--- config.mk ---
export PLATFORM = sky130hd
export DESIGN_NAME = pc_fetch
export DESIGN_NICKNAME = d
export VERILOG_FILES = /design/src/rtl/pc_fetch.sv
export SDC_FILE = /design/constraint.sdc
export NUM_CORES = 1
export LEC_CHECK = 0
export BUFFER_PORTS_ARGS = -buffer_cell sky130_fd_sc_hd__clkbuf_2
export CORE_AREA = 2 2 102 104
export DETAILED_ROUTE_END_ITERATION = 10
export DIE_AREA = 0 0 104 106
export PLACE_DENSITY = 0.86
export SETUP_SLACK_MARGIN = 0.4
export SLEW_MARGIN = 5
export SYNTH_ARGS = -nofsm -noshare
export SYNTH_HDL_FRONTEND = slang
export SYNTH_SLANG_ARGS = --single-unit
--- constraint.sdc ---
create_clock -name i_clk -period 4.7 [get_ports i_clk]
set_clock_uncertainty 0.15 [all_clocks]
set_input_delay 0.235 -clock i_clk [delete_from_list [all_inputs] [get_ports i_clk]]
set_output_delay 0.235 -clock i_clk [all_outputs]
set_load 0.02 [all_outputs]
--- src/rtl/pc_fetch.sv ---
// rtl/pc_fetch.sv - program counter and instruction-fetch stage with imem req/ack handshake
module pc_fetch #(
    parameter logic [31:0] RESET_PC = 32'h0000_0000
) (
    input  logic        i_clk,
    input  logic        i_rst_n,
    output logic [31:0] o_pc,
    input  logic [31:0] i_pc_plus4,
    input  logic        i_branch_taken,
    input  logic [31:0] i_branch_target,
    input  logic        i_jump,
    input  logic [31:0] i_jump_target,
    input  logic        i_stall,
    output logic        o_imem_req,
    output logic [31:0] o_imem_addr,
    input  logic        i_imem_ack,
    input  logic [31:0] i_imem_data,
    output logic [31:0] o_instr,
    output logic        o_instr_valid,
    output logic [31:0] o_retired
);

    typedef enum logic [1:0] {
        S_IDLE,
        S_REQ,
        S_EXEC
    } state_t;

    state_t      state;
    logic [31:0] sel_pc;
    logic [31:0] next_pc;

    // Jump outranks branch; the chosen target is word-aligned before it reaches the PC.
    always_comb begin
        sel_pc = i_pc_plus4;
        if (i_jump) begin
            sel_pc = i_jump_target;
        end else if (i_branch_taken) begin
            sel_pc = i_branch_target;
        end
        next_pc = sel_pc & 32'hFFFF_FFFC;
    end

    assign o_imem_addr = o_pc;

    always_ff @(posedge i_clk) begin
        if (!i_rst_n) begin
            state         <= S_IDLE;
            o_pc          <= RESET_PC;
            o_imem_req    <= 1'b0;
            o_instr_valid <= 1'b0;
            o_instr       <= 32'h0000_0000;
            o_retired     <= 32'h0000_0000;
        end else begin
            case (state)
                S_IDLE: begin
                    state      <= S_REQ;
                    o_imem_req <= 1'b1;
                end
                S_REQ: begin
                    if (i_imem_ack) begin
                        o_instr       <= i_imem_data;
                        o_instr_valid <= 1'b1;
                        o_imem_req    <= 1'b0;
                        state         <= S_EXEC;
                    end
                end
                S_EXEC: begin
                    if (!i_stall) begin
                        o_pc          <= next_pc;
                        o_retired     <= o_retired + 32'd1;
                        o_instr_valid <= 1'b0;
                        o_imem_req    <= 1'b1;
                        state         <= S_REQ;
                    end
                end
                default: begin
                    state         <= S_IDLE;
                    o_imem_req    <= 1'b0;
                    o_instr_valid <= 1'b0;
                end
            endcase
        end
    end

endmodule

==> metrics <==
EDFF count, synth 0; DRC violations left 0; placed wire-length estimate around 9000 um; placed insts 929; global-route wire length before repair 19,680 um; Clock power frac 0.333; CP Launch Type flop; vias in the first global route between 4k and 5k; drt total wl approximately 13,000 um; Non-Filler Instances between 900 and 1k; Antenna diodes 0; CP Class reg -> reg; DR vias between 4k and 5k; Tot GR Track Use 0.2168; worst slack, placed around 2100 ps; Core Util, Final 0.6235; Synth top area share 0.4169; crit path setup slack, layout 2117 ps; maximum level of the CTS H-tree 3; Final Cycle Share 0.5496; Worst Hold Class in -> reg; Crit path required time approximately 4800 ps; slew margin rel. 0.2919; average size of a mapped cell between 7 and 8 um2; RSZ-0062 raised after global routing no; fmax ~390 MHz; core footprint between 9000 and 10,000 um2; Tot Pwr 1.634 mW; Final setup viols 0; dpl cell area about 5700 um2; status finished, final reports clean; Synth cell types 35; initial antenna violation count 0; area grow syn2layout 33.84%; Post-CTS Hold Fix Bufs 32; Int Pwr 1.196 mW; vias per inst ~4.9; share of cells above drive strength 1 0.3294; Die ar. between 10,000 and 15,000 um2; Final #Nets ~970; clk sinks 97; post-route ant nets 0; Data arrival, critical path between 2000 and 3000 ps; CTS Buf Count 9; sequential fraction of the synthesis area 0.4169; Root Driver clkbuf_8; Worst Tran Pin Value between 1000 and 1500 ps; Hold WS 67.71 ps; IO Count 264; net switching power ~440 uW; gr ovfl total 0; LEAKAGE 2.813 nW; setup TNS 0 ps; clk slew on worst S/H paths 90 ps; largest cells by area after synthesis dfxtp_1, nand2_1, a21oi_1, mux2i_1, buf_4; row count 37; max_cap viols 0; synth warn 0; combinational fraction of design power 0.144; CTS tree done; die height 106 um; Critical Path End Type flop; largest net degree at the start of global routing just over 60; final hold vios 0; register bit count reported by yosys 97; Async SR Flop Fraction 0; post-synthesis cell count about 610; Cell Area, Synth approximately 4700 um2; Post-CTS Setup Bufs 0; Yosys top cell by area dfxtp_1; die width between 100 and 150 um; initial DRC count 245; final critical-path required period 2583 ps; Initial DRT Pass Iterations 4; maximum vdd drop 0.1396 mV; sequential power share 0.523; CP max FO 19; Initial Util 0.4658; fin area slightly above 6000 um2; Slew Viols, Final 0; GPL Wtd Cong 0.8184; switching power share of the total 0.2683; Resized Gates After CTS 0; IO Port Bufs roughly 250; PD cells approximately 260 nW/um2; maximum buffer depth of the clock tree 2; clk_lat worst skew roughly 360 ps; routed length per instance 12.91 um; ys flop type dfxtp_1
## path summary, 6_finish.rpt
kind | from | endpoint | slack (ps) | depth (start not counted)
min reg2reg | o_instr[10] | o_instr[10] | 310 | 2
max | state[0] | o_retired[25] | 2120 | 4
min | i_imem_ack | state[0] | 70 | 4
max reg2reg | state[0] | o_retired[25] | 2120 | 4
## cells in the final DEF (no fill, tap or decap), drive strengths merged, types with 2 or more instances in the layout
cell type,netlist,layout
dfxtp,97,97
nand2,183,183
or3,7,7
buf,41,3
clkinv,1,2
and3,2,2
nand3,5,5
and4,6,6
nor3,2,2
or2,2,2
xor2,2,2
conb,1,4
dlygate4sd3,0,32
mux2i,38,38
clkinvlp,0,2
nand2b,7,7
clkbuf,33,263
nor4,10,10
or4,8,8
inv,5,7
o21ai,35,35
nor2,14,14
a21oi,80,80
o31ai,8,8
xnor2,7,7
and2,2,2
nand4,6,6
## routing by layer
metal,GRT usage,wire length (um)
met4,0.07529,241
met3,0.04721,848
met5,0,0
met1,0.2526,5060
met2,0.3933,6461
## critical path, stage by stage (launching register included)
cell and delay, ps:
dfxtp_1 410, nand4bb_1 470, or3_1 760, or4_1 580, a21oi_1 140
## cell type report
class / count / area (um2)
fill: 893 / 3765
clock inverter: 6 / 67.56
sequential: 97 / 1942
multi-input combinational: 434 / 2296
inverter: 6 / 22.52
timing repair buffer: 288 / 1609
tap: 136 / 170.2
clock buffer: 10 / 127.6
## state kept, by name (all words and copies together), names as in the netlist
| name | count |
|---|---|
| o_imem_addr | 30 |
| o_instr | 32 |
| o_instr_valid | 1 |
| o_retired | 32 |
| state | 2 |
## power groups by stage
stage / Combinational (mW) / Sequential (mW) / Clock [mW]
final: 0.235 / 0.855 / 0.544
after detailed placement: 0.213 / 0.874 / 0
after floorplan: 0.107 / 0.895 / 0
after CTS: 0.234 / 0.855 / 0.554
after global routing: 0.258 / 0.858 / 0.594
after global placement: 0.211 / 0.873 / 0
## synthesized netlist by cell type (2+ instances only)
| master | count |
|---|---|
| nand2_1 | 183 |
| dfxtp_1 | 97 |
| a21oi_1 | 80 |
| mux2i_1 | 38 |
| o21ai_0 | 35 |
| buf_4 | 34 |
| clkbuf_1 | 33 |
| nor2_1 | 14 |
| nor4_1 | 10 |
| o31ai_1 | 8 |
| or4_1 | 8 |
| nand2b_1 | 7 |
| xnor2_1 | 7 |
| and4_1 | 6 |
| nand4_1 | 6 |
| or3_1 | 6 |
| inv_1 | 5 |
| nand3_1 | 5 |
| buf_2 | 4 |
| and2_1 | 2 |
| and3_1 | 2 |
| buf_1 | 2 |
| nor3_1 | 2 |
| or2_2 | 2 |
| xor2_1 | 2 |
## cells by family after synthesis
group                    count (synthesis)  synth area share
AND/OR/NAND/NOR                        257            0.2466
multiplexers                            38           0.08165
XOR/XNOR                                 9           0.01692
buffers and inverters                   80           0.09455
AO/OA/AOI/OAI                          125            0.1399
other                                    1         0.0008050
adder cells (fa/ha/maj)                  1          0.002686
flip-flops                              97            0.4169
Power figures use the tool's default switching activity.
